## src/rtl/gpio_apb_arb_pkg.sv

```systemverilog
// Shared types and helpers for the GPIO APB round-robin arbiter.
package gpio_apb_arb_pkg;

    localparam int unsigned AddrWidth = 32;
    localparam int unsigned DataWidth = 32;
    localparam int unsigned StrbWidth = DataWidth / 8;

    typedef enum logic [1:0] {
        IDLE   = 2'd0,
        SETUP  = 2'd1,
        ACCESS = 2'd2
    } arb_state_e;

    typedef struct packed {
        logic [AddrWidth-1:0] paddr;
        logic [2:0]           pprot;
        logic                 psel;
        logic                 penable;
        logic                 pwrite;
        logic [DataWidth-1:0] pwdata;
        logic [StrbWidth-1:0] pstrb;
    } gpio_apb_req_t;

    typedef struct packed {
        logic                 pready;
        logic [DataWidth-1:0] prdata;
        logic                 pslverr;
    } gpio_apb_rsp_t;

    // Successor of idx in a ring of n entries.
    function automatic int unsigned rr_next(input int unsigned idx, input int unsigned n);
        return (idx == n - 32'd1) ? 32'd0 : idx + 32'd1;
    endfunction

endpackage

```

## src/rtl/gpio_apb_rr_pick.sv

```systemverilog
// Round-robin picker: first set request at or after rr, wrapping at N.
module gpio_apb_rr_pick #(
    parameter int unsigned N        = 2,
    parameter int unsigned IdxWidth = $clog2(N)
) (
    input  logic [N-1:0]        req,
    input  logic [IdxWidth-1:0] rr,
    output logic                valid,
    output logic [IdxWidth-1:0] idx
);

    int unsigned cand;

    always_comb begin
        valid = 1'b0;
        idx   = '0;
        cand  = 32'd0;
        for (int unsigned k = 0; k < N; k++) begin
            cand = 32'(rr) + k;
            if (cand >= N) begin
                cand = cand - N;
            end
            if (!valid && req[IdxWidth'(cand)]) begin
                valid = 1'b1;
                idx   = IdxWidth'(cand);
            end
        end
    end

endmodule

```

## src/rtl/gpio_apb_arbiter.sv

```systemverilog
// Round-robin arbiter sharing one GPIO APB slave port between NrMasters requesters.
module gpio_apb_arbiter
    import gpio_apb_arb_pkg::*;
#(
    parameter int unsigned NrMasters = 2,
    parameter type         apb_req_t = gpio_apb_req_t,
    parameter type         apb_rsp_t = gpio_apb_rsp_t
) (
    input  logic     clk_i,
    input  logic     rst_ni,
    input  apb_req_t apb_req_i [NrMasters],
    output apb_rsp_t apb_rsp_o [NrMasters],
    output apb_req_t apb_req_o,
    input  apb_rsp_t apb_rsp_i
);

    localparam int unsigned IdxWidth = $clog2(NrMasters);

    arb_state_e          state_q;
    logic [IdxWidth-1:0] gnt_q;
    logic [IdxWidth-1:0] rr_q;
    logic [NrMasters-1:0] psel_vec;
    logic                pick_valid;
    logic [IdxWidth-1:0] pick_idx;
    logic                abort;

    always_comb begin
        for (int unsigned i = 0; i < NrMasters; i++) begin
            psel_vec[i] = apb_req_i[i].psel;
        end
    end

    gpio_apb_rr_pick #(
        .N        (NrMasters),
        .IdxWidth (IdxWidth)
    ) u_pick (
        .req   (psel_vec),
        .rr    (rr_q),
        .valid (pick_valid),
        .idx   (pick_idx)
    );

    // Granted master withdrew psel before the slave completed.
    assign abort = (state_q != IDLE) && !apb_req_i[gnt_q].psel;

    always_ff @(posedge clk_i or negedge rst_ni) begin
        if (!rst_ni) begin
            state_q <= IDLE;
            gnt_q   <= '0;
            rr_q    <= '0;
        end else begin
            case (state_q)
                IDLE: begin
                    if (pick_valid) begin
                        gnt_q   <= pick_idx;
                        state_q <= SETUP;
                    end
                end
                SETUP: begin
                    state_q <= abort ? IDLE : ACCESS;
                end
                ACCESS: begin
                    if (abort) begin
                        state_q <= IDLE;
                    end else if (apb_rsp_i.pready) begin
                        rr_q    <= IdxWidth'(rr_next(32'(gnt_q), NrMasters));
                        state_q <= IDLE;
                    end
                end
                default: state_q <= IDLE;
            endcase
        end
    end

    // Slave request: granted master's transfer with the phase set by the arbiter.
    always_comb begin
        apb_req_o = '0;
        if (state_q != IDLE) begin
            apb_req_o         = apb_req_i[gnt_q];
            apb_req_o.penable = (state_q == ACCESS);
        end
    end

    always_comb begin
        for (int unsigned i = 0; i < NrMasters; i++) begin
            apb_rsp_o[i]        = '0;
            apb_rsp_o[i].prdata = apb_rsp_i.prdata;
            if (state_q == ACCESS && gnt_q == IdxWidth'(i)) begin
                apb_rsp_o[i].pready  = apb_rsp_i.pready;
                apb_rsp_o[i].pslverr = apb_rsp_i.pslverr;
            end
        end
    end

    always @(posedge clk_i) begin
        if (rst_ni) begin
            psel_held: assert (!abort)
                else $warning("gpio_apb_arbiter: granted master dropped psel mid-transfer");
        end
    end

endmodule

```

## config.mk

```make
export PLATFORM = sky130hd
export DESIGN_NAME = gpio_apb_arbiter
export DESIGN_NICKNAME = d
export VERILOG_FILES = /design/src/rtl/gpio_apb_arb_pkg.sv /design/src/rtl/gpio_apb_rr_pick.sv /design/src/rtl/gpio_apb_arbiter.sv
export SDC_FILE = /design/constraint.sdc
export NUM_CORES = 1
export LEC_CHECK = 0
export BUFFER_PORTS_ARGS = -buffer_cell sky130_fd_sc_hd__clkbuf_2
export CAP_MARGIN = 40
export CORE_AREA = 2 2 127 129
export DETAILED_ROUTE_END_ITERATION = 10
export DIE_AREA = 0 0 129 131
export GPL_ROUTABILITY_DRIVEN = 0
export PLACE_DENSITY = 0.45
export SLEW_MARGIN = 10
export SYNTH_ARGS = -nofsm -noshare
export SYNTH_HDL_FRONTEND = slang
export SYNTH_SLANG_ARGS = --single-unit
```

## constraint.sdc

```tcl
create_clock -name clk_i -period 1.1 [get_ports clk_i]
set_clock_uncertainty 0.2 [all_clocks]
set_input_delay 0.055 -clock clk_i [delete_from_list [all_inputs] [get_ports clk_i]]
set_output_delay 0.055 -clock clk_i [all_outputs]
set_load 0.03 [all_outputs]
```

Word level (Yosys, flattened, before mapping)
Index checks and enable logic that the tools add are counted.
- add/sub/neg operators: 4
- order comparisons: 5
- equal/unequal tests: 4
- muxes and demuxes: 24
- bitwise logic cells: 3
- reduce and logical (&&, ||, !) cells: 11
- operators with widths (operator ; count):
    $mux 74 ; 4
    $mux 1 ; 15
    $mux 2 ; 4
    $pmux 2 s3 ; 1
    $ge 2x2->1 const B ; 2
    $logic_and 1x1->1 ; 4
    $lt 1x2->1 const B ; 2
    $reduce_and 2->1 ; 2
    $ne 3x3->1 const B ; 1
    $reduce_and 3->1 ; 1
    $add 1x1->2 const B ; 1
    $eq 2x1->1 const B ; 1
    $eq 2x2->1 const B ; 1
    $ge 1x2->1 const B ; 1
    $logic_not 1->1 ; 2
    $logic_not 2->1 ; 1
    $ne 2x2->1 const B ; 1
    $not 1->1 ; 2
    $not 1->2 ; 1
    $reduce_bool 2->1 ; 1
    $sub 1x1->1 const B ; 2
    $add 1x1->1 const B ; 1
- bits in registers: 4
- bits of input ports: 184
- output and inout port bits: 142
- logic and storage cells: 54

Logic depth before layout (Yosys ltp)
Gate-level depths: netlist of the first run.
- depth in word-level cells: 10
- gate-level depth with buffers: 5
- depth with buffers taken out: 2

Hierarchy
A second synthesis of the first run with hierarchy kept.
- cell total of the unflattened synthesis: 249
- area, all modules: 1834.3 um^2
- modules (own cells, without submodules) (module ; instances ; cells each ; area each (um^2) ; seq. area each (um^2)):
    gpio_apb_arbiter ; 1 ; 246 ; 1816.7 ; 100.1
    gpio_apb_rr_pick ; 1 ; 3 ; 17.5 ; 0.0

Worst setup path after synthesis of the first run
Ideal clock, no wire load.
- path type: register -> output
- start: register state_q[1]
- end: output apb_rsp_o[34] (netlist bit)
- data arrival time: 1.377 ns
- data required time: 0.845 ns
- slack: -0.532 ns
- cell stages (with the launch flop): 3
- path buffers: 0
- cell sequence: dfrtp_1 > nor2b_1 > and3b_1
- RTL lines (what ; RTL line ; text):
    start, declared ; gpio_apb_arbiter.sv:19 ; arb_state_e state_q;
    start signal, assigned ; gpio_apb_arbiter.sv:60 ; state_q <= abort ? IDLE : ACCESS;
    end, declared ; gpio_apb_arbiter.sv:12 ; output apb_rsp_t apb_rsp_o [NrMasters],

==> results of run 1 <==
-- logic make-up (layout without fill, tap and decap cells) --
logic type | count (synthesis) | count (layout) | share of synthesized area
buffers and inverters | 81 | 305 | 0.347
flip-flops | 4 | 4 | 0.0531
AO/OA/AOI/OAI | 5 | 5 | 0.0212
AND/OR/NAND/NOR | 86 | 86 | 0.191
multiplexers | 73 | 73 | 0.388
-- synthesized netlist by cell type, drive strengths merged --
| cell | instances | area share |
|---|---|---|
| a2bb2oi | 1 | 0.0046 |
| nor2 | 75 | 0.15 |
| and3 | 2 | 0.0066 |
| o21a | 1 | 0.0040 |
| nand3b | 1 | 0.0040 |
| or3b | 1 | 0.0046 |
| nor3b | 1 | 0.0040 |
| and4b | 1 | 0.0053 |
| a21oi | 1 | 0.0027 |
| mux2i | 73 | 0.39 |
| nand2b | 2 | 0.0066 |
| and3b | 1 | 0.0046 |
| a211oi | 1 | 0.0040 |
| dfrtp | 4 | 0.053 |
| nor2b | 1 | 0.0033 |
| buf | 81 | 0.35 |
| o221a | 1 | 0.0060 |
| nand2 | 1 | 0.0020 |
-- path summary, 6_finish.rpt --
path,to,startpoint,cells past startpoint
min in group asynchronous,state_q[0]$_DFFE_PN0P_,rst_ni,3
max reg2reg,state_q[1]$_DFFE_PN0P_,gnt_q$_DFFE_PN0P_,6
max,apb_req_o[5],gnt_q$_DFFE_PN0P_,5
max in group asynchronous,gnt_q$_DFFE_PN0P_,rst_ni,3
min reg2reg,rr_q$_DFFE_PN0P_,rr_q$_DFFE_PN0P_,1
min,state_q[1]$_DFFE_PN0P_,apb_rsp_i[33],3
-- metrics by stage --
stage          power (mW)  hold slack, ps  TNS [ps]  worst slack [ps]
2_1_floorplan        9.03            -441    -16330              -304
3_3_place_gp         11.0            -329    -28730              -419
3_5_place_dp         11.1            -325    -31000              -459
4_1_cts              14.0           -19.1    -54110              -643
5_1_grt              17.7            6.49    -50960              -692
6_report             16.9           -28.9    -47520              -651
-- power groups by stage --
stage / clock network, mW / logic [mW] / registers, mW
final: 0.561 / 16.1 / 0.314
after global routing: 0.586 / 16.8 / 0.323
after global placement: 0 / 10.7 / 0.336
after CTS: 0.568 / 13.1 / 0.338
after floorplan: 0 / 8.74 / 0.286
after detailed placement: 0 / 10.7 / 0.347
-- timing repair --
item | in CTS | in global routing
hold buffers | 36 | 0
hold endpoints to repair | 71 | 0
pin swaps | 5 | 6
setup endpoints to repair | 82 | 150
gates resized for setup | 73 | 269
cloned | 4 | 6
buffers inserted | 8 | 10
-- per-layer routing --
layer  track usage  wire length [µm]  vias to the layer above
met5             0                 0                        -
met4        0.0153               136                        0
met3        0.0134               729                       10
met2         0.180              5760                      168
met1        0.0848              3270                     1221
li1              -                 -                     1223
-- final cells by class --
| type | instances | area (µm²) |
|---|---|---|
| Tap cell | 216 | 270 |
| Timing Repair Buffer | 302 | 2710 |
| Multi-Input combinational cell | 164 | 2090 |
| Sequential cell | 4 | 105 |
| Clock buffer | 3 | 75.1 |
| Fill cell | 1569 | 10400 |
-- sequential cells by signal, summed over array words and instances, names as in the netlist --
| signal | cells |
|---|---|
| rr_q | 1 |
| gnt_q | 1 |
| state_q | 2 |
-- critical path, stage by stage, from the launching register on --
cell and delay (ps):
dfrtp_4 500, buf_4 170, buf_12 160, mux2i_4 200, nor2_4 70, buf_4 160
==> parameters.txt, run 1 <==
Parameter                              Value

Status
  Result of the run    finished, violations left
  Failing checks    hold timing, setup timing

Clock network
  H-tree level count    1
  CTS tree    built
  CTS sink cnt    4
  Number of buffers added by the clock tree synthesis step    3
  Clk pin slew, worst setup/hold paths    30 ps
  Insertion delay of the later-clocked pin in the worst-skew pair    220 ps
  Clock buffer depth    2
  Buffer cell driving the clock tree root    clkbuf_16

Final layout
  Net count, final    659
  Share of post-route cells with drive strength above 1    0.848
  Highest-count cells in the layout ignoring fill and taps    148 x clkbuf_2, 47 x buf_6, 42 x nor2_4
  Signed area change from the synthesized netlist to the final layout    178%
  Non-filler instance count after layout    689
  End-of-flow core utilization    0.336
  Most common cell after layout, fill and taps aside    clkbuf_2
  Final Cell Area    5240 µm²
  Number of antenna cells inserted    0

Power and ir drop
  Leakage power of the design    2.54 nW
  Fraction of power spent switching nets    0.495
  Gate power share    0.948
  Sw power    8.38 mW
  Pwr dens    3230 nW/µm²
  Total internal power    8.55 mW
  Max VDD drop    1.19 mV
  Share of power burned in registers    0.019
  Share of power burned in the clock network    0.033

Timing
  Headroom to the max-slew limit    0.583
  Final worst path period share    1.59
  RSZ-0062 raised after global routing    yes
  F_max    571 MHz
  Minimum clock period    1750 ps
  Final setup margin    -651 ps
  Hold slack    -28.9 ps
  Final setup violation count    82
  Slew of the pin with the lowest slew margin    628 ps
  Final hold vios    1
  Final Max Tran Viols    0

Critical path
  Worst reg2reg setup slack    -420 ps
  Worst endpoint required time    840 ps
  Crit path capture type    output pin
  Arrival time at the worst endpoint    1500 ps
  Critical path start-end classification    reg -> out
  Crit-path max FO    10
  Worst Setup Start Kind    flip-flop

Run
  Max-Cap Viols    0

Yosys
  Net count after synthesis    433
  Synthesized flop and latch total    4
  Area of the mapped netlist    1880 µm²
  Synthesized instance count    249
  Post-synthesis sequential area ratio    0.0531
  Yosys warning total    0
  Distinct cells, synth    21
  Synthesized area per cell    7.57 µm²

Worst hold path
  Path class of the lowest-slack min-delay path    in -> reg

Die
  Starting Density    0.121
  Total number of placement rows    46
  Height of the die    131 µm
  Total Die Area    16900 µm²
  Top-level I/O count    326
  Width of the die    129 µm
  Standard cell core area    15600 µm²

Drt
  Number of DRC violations after detailed routing    0
  Routed length per instance    14.4 µm
  Routed wire length    9900 µm
  Post-detailed-route count of antenna-violating nets    0
  TritonRoute pass-1 iters    4
  Via Count    2622
  DR iter-0 viols    28
  Vias per std cell    3.81

Placement
  Detail Placement HPWL    5870 µm
  Cell count after placement    626
  Count of input and output buffers    227
  Total cell area at the placement stage    3430 µm²

Global routing
  Vias in the first global route    2477
  First-pass GRT wire length    11400 µm
  Pin count of the biggest net entering global routing    29
  GR Overflow Total    0
  Initial antenna violation count    0
  Global routing usage summed across all routing layers    0.0843
Power figures use the tool's default switching activity.
==> inputs of run 2 (changes only) <==
--- a/config.mk
+++ b/config.mk
@@ -7,11 +7,13 @@
 export LEC_CHECK = 0
 export BUFFER_PORTS_ARGS = -buffer_cell sky130_fd_sc_hd__clkbuf_2
 export CAP_MARGIN = 40
-export CORE_AREA = 2 2 127 129
+export CELL_PAD_IN_SITES_DETAIL_PLACEMENT = 2
+export CELL_PAD_IN_SITES_GLOBAL_PLACEMENT = 2
+export CORE_ASPECT_RATIO = 1.75
+export CORE_UTILIZATION = 10
 export DETAILED_ROUTE_END_ITERATION = 10
-export DIE_AREA = 0 0 129 131
 export GPL_ROUTABILITY_DRIVEN = 0
-export PLACE_DENSITY = 0.45
+export PLACE_DENSITY = 0.8
 export SLEW_MARGIN = 10
 export SYNTH_ARGS = -nofsm -noshare
 export SYNTH_HDL_FRONTEND = slang
==> run 2 against run 1 <==
  * The flow still finishes with violations (hold timing, setup timing)
  * Global-route usage increased by 3.5 points
  * Sequential share of layout area decreased by 0.13 points
  * Clock power increased by 5.2%
  * Setup slack got worse by 42 ps
  * Register-to-register slack got worse by 30 ps
  * Sequential cell count unchanged
  * Via count increased by 4.1%
  * Power increased by 9.4%
  * Wire length increased by 36%
  * Utilization decreased by 3.3 points
  * Critical path type unchanged
  * Highest routed layer unchanged
==> parameters.txt, run 2 (synthesis results as in run 1) <==
Parameter                              Value

Placement
  Pre-CTS WS    -479 ps (was -459 ps)
  Cell count after placement    661 (was 626)
  Count of input and output buffers    227 (unchanged)
  Detail Placement HPWL    8640 µm (was 5870 µm)
  Total cell area at the placement stage    3600 µm² (was 3430 µm²)

Power and ir drop
  Gate power share    0.952 (was 0.948)
  Share of power burned in the clock network    0.032 (was 0.033)
  Fraction of power spent switching nets    0.486 (was 0.495)
  Total internal power    9.53 mW (was 8.55 mW)
  Pwr dens    3300 nW/µm² (was 3230 nW/µm²)
  Overall power    18.5 mW (was 16.9 mW)
  Leakage power of the design    2.62 nW (was 2.54 nW)
  Share of power burned in registers    0.017 (was 0.019)
  Sw power    9.00 mW (was 8.38 mW)
  Max VDD drop    1.42 mV (was 1.19 mV)

Final layout
  Net count, final    664 (was 659)
  Area used by multi-input combinational logic    2210 µm² (was 2090 µm²)
  Largest register by flop count    state_q (unchanged)
  Highest-count cells in the layout ignoring fill and taps    149 x clkbuf_2, 47 x nor2_4, 45 x mux2i_4 (was 148 x clkbuf_2, 47 x buf_6, 42 x nor2_4)
  Non-filler instance count after layout    716 (was 689)
  Max FFs per register    2 (unchanged)
  Number of fill cells    1978 (was 1569)
  Share of post-route cells with drive strength above 1    0.877 (was 0.848)
  Most common cell after layout, fill and taps aside    clkbuf_2 (unchanged)
  Biggest regs    state_q (2), gnt_q (1), rr_q (1) (unchanged)
  Final Cell Area    5620 µm² (was 5240 µm²)
  Number of antenna cells inserted    0 (unchanged)
  Register area    105 µm² (unchanged)
  Signed area change from the synthesized netlist to the final layout    198% (was 178%)

Critical path
  Cell-by-cell trace of the critical path    buf_12 -> buf_12 -> mux2i_4 -> nor2_4 -> clkbuf_8 (was buf_4 -> buf_12 -> mux2i_4 -> nor2_4 -> buf_4)
  Arrival time at the worst endpoint    1540 ps (was 1500 ps)
  Worst Setup Start Kind    flip-flop (unchanged)
  Crit-path max FO    10 (unchanged)
  Crit path capture type    output pin (unchanged)
  Crit-path slowest cell    dfrtp_4 (unchanged)
  Critical path start-end classification    reg -> out (unchanged)
  Worst path max stage delay    490 ps (was 500 ps)
  Worst endpoint required time    840 ps (about the same)
  Cell mode on critical path    buf_12 (was buf_4)

Drt
  Vias per std cell    3.81 (about the same)
  Routed length per instance    18.8 µm (was 14.4 µm)
  DR iter-0 viols    42 (was 28)
  Met2 wire length    8490 µm (was 5760 µm)
  Post-detailed-route count of antenna-violating nets    0 (unchanged)
  Number of DRC violations after detailed routing    0 (unchanged)
  Top routing layer in use    met4 (unchanged)
  Amount of wire on met3 after detailed routing    966 µm (was 729 µm)
  Via Count    2730 (was 2622)
  Routed wire length    13500 µm (was 9900 µm)
  TritonRoute pass-1 iters    4 (unchanged)
  Wire length on met1    3750 µm (was 3270 µm)

Worst hold path
  Path class of the lowest-slack min-delay path    in -> reg (unchanged)

Global routing
  GR Overflow Total    0 (unchanged)
  First-pass GRT wire length    17300 µm (was 11400 µm)
  Global routing usage summed across all routing layers    0.119 (was 0.0843)
  Pin count of the biggest net entering global routing    15 (was 29)
  Vias in the first global route    3108 (was 2477)
  Initial antenna violation count    0 (unchanged)

Die
  Top-level I/O count    326 (unchanged)
  Standard cell core area    18500 µm² (was 15600 µm²)
  Total number of placement rows    66 (was 46)
  Height of the die    184 µm (was 131 µm)
  Starting Density    0.102 (was 0.121)
  Width of the die    106 µm (was 129 µm)
  Total Die Area    19400 µm² (was 16900 µm²)

Timing
  Final hold vios    1 (unchanged)
  Final worst path period share    1.63 (was 1.59)
  Minimum clock period    1790 ps (was 1750 ps)
  Final setup violation count    82 (unchanged)
  Setup TNS    -49580 ps (was -47520 ps)
  F_max    558 MHz (was 571 MHz)
  Hold slack    -25.7 ps (was -28.9 ps)
  Final setup margin    -694 ps (was -651 ps)
  Final Max Tran Viols    0 (unchanged)
  Slew of the pin with the lowest slew margin    652 ps (was 628 ps)
  RSZ-0062 raised after global routing    yes (unchanged)
  Headroom to the max-slew limit    0.567 (was 0.583)

Run
  Max-Cap Viols    0 (unchanged)

Clock network
  Insertion delay of the later-clocked pin in the worst-skew pair    230 ps (was 220 ps)
  CTS Hold Buffers Added    35 (was 36)
  CTS sink cnt    4 (unchanged)
  Buffer cell driving the clock tree root    clkbuf_16 (unchanged)
  CTS tree    built (unchanged)
  Clock buffer depth    2 (unchanged)
  Clk pin slew, worst setup/hold paths    30 ps (about the same)
  H-tree level count    1 (unchanged)
  Number of buffers added by the clock tree synthesis step    3 (unchanged)

Status
  Failing checks    hold timing, setup timing (unchanged)
  Result of the run    finished, violations left (unchanged)
run 2: cell types whose count changed in the layout (fill, tap and decap cells not counted), sizes merged:
cell,before,now
clkbuf,179,185
dlygate4sd3,4,3
run 2: routing by layer:
| metal | GRT usage | vias to the layer above |
|---|---|---|
| li1 | - | 1230 |
| met1 | 0.0842 | 1269 |
| met2 | 0.281 | 217 |
| met3 | 0.0188 | 14 |
| met4 | 0.0494 | 0 |
| met5 | 0 | - |
run 2: worst paths after layout:
check	from	end	slack (ps)	cells past startpoint
max	gnt_q$_DFFE_PN0P_	apb_req_o[27]	-690	5
min	apb_rsp_i[33]	state_q[1]$_DFFE_PN0P_	-30	3
max reg2reg	gnt_q$_DFFE_PN0P_	state_q[1]$_DFFE_PN0P_	-450	6
min reg2reg	rr_q$_DFFE_PN0P_	rr_q$_DFFE_PN0P_	400	1
max in group asynchronous	rst_ni	gnt_q$_DFFE_PN0P_	540	2
min in group asynchronous	rst_ni	rr_q$_DFFE_PN0P_	20	2
run 2: final cells by class:
type / instances / share of cell area
repair buffers: 307 / 0.522
multi-input cells: 164 / 0.393
well taps: 238 / 0.0530
flip-flops and latches: 4 / 0.0187
clock buffers: 3 / 0.0134
run 2: repair_timing:
| item | in CTS | in global routing |
|---|---|---|
| gates cloned | 2 | 3 |
| resized for setup | 188 | 153 |
| setup buffers | 10 | 7 |
| setup endpoints to repair | 82 | 146 |
| pin swaps | 6 | 9 |
| endpoints found under the hold margin | 71 | 1 |
run 2: power by group through the flow:
| stage | combinational, mW | clock [mW] | sequential, mW |
|---|---|---|---|
| after CTS | 15.6 | 0.593 | 0.306 |
| final | 17.6 | 0.590 | 0.307 |
| after detailed placement | 11.6 | 0 | 0.299 |
| after floorplan | 8.74 | 0 | 0.286 |
| after global routing | 18.4 | 0.604 | 0.317 |
| after global placement | 11.4 | 0 | 0.295 |
run 2: critical path, delay by kind of cell (launching register included):
family	cells	cell delay (ps)
buffers and inverters	3	500
flip-flops	1	490
multiplexers	1	200
AND/OR/NAND/NOR	1	110
run 2: metrics by stage:
stage	util	hold slack (ps)
detailed placement	0.194	-331
floorplan	-	-441
global placement	0.194	-331
finish	0.304	-25.7
global route	0.304	-7.49
CTS	0.275	-36.0
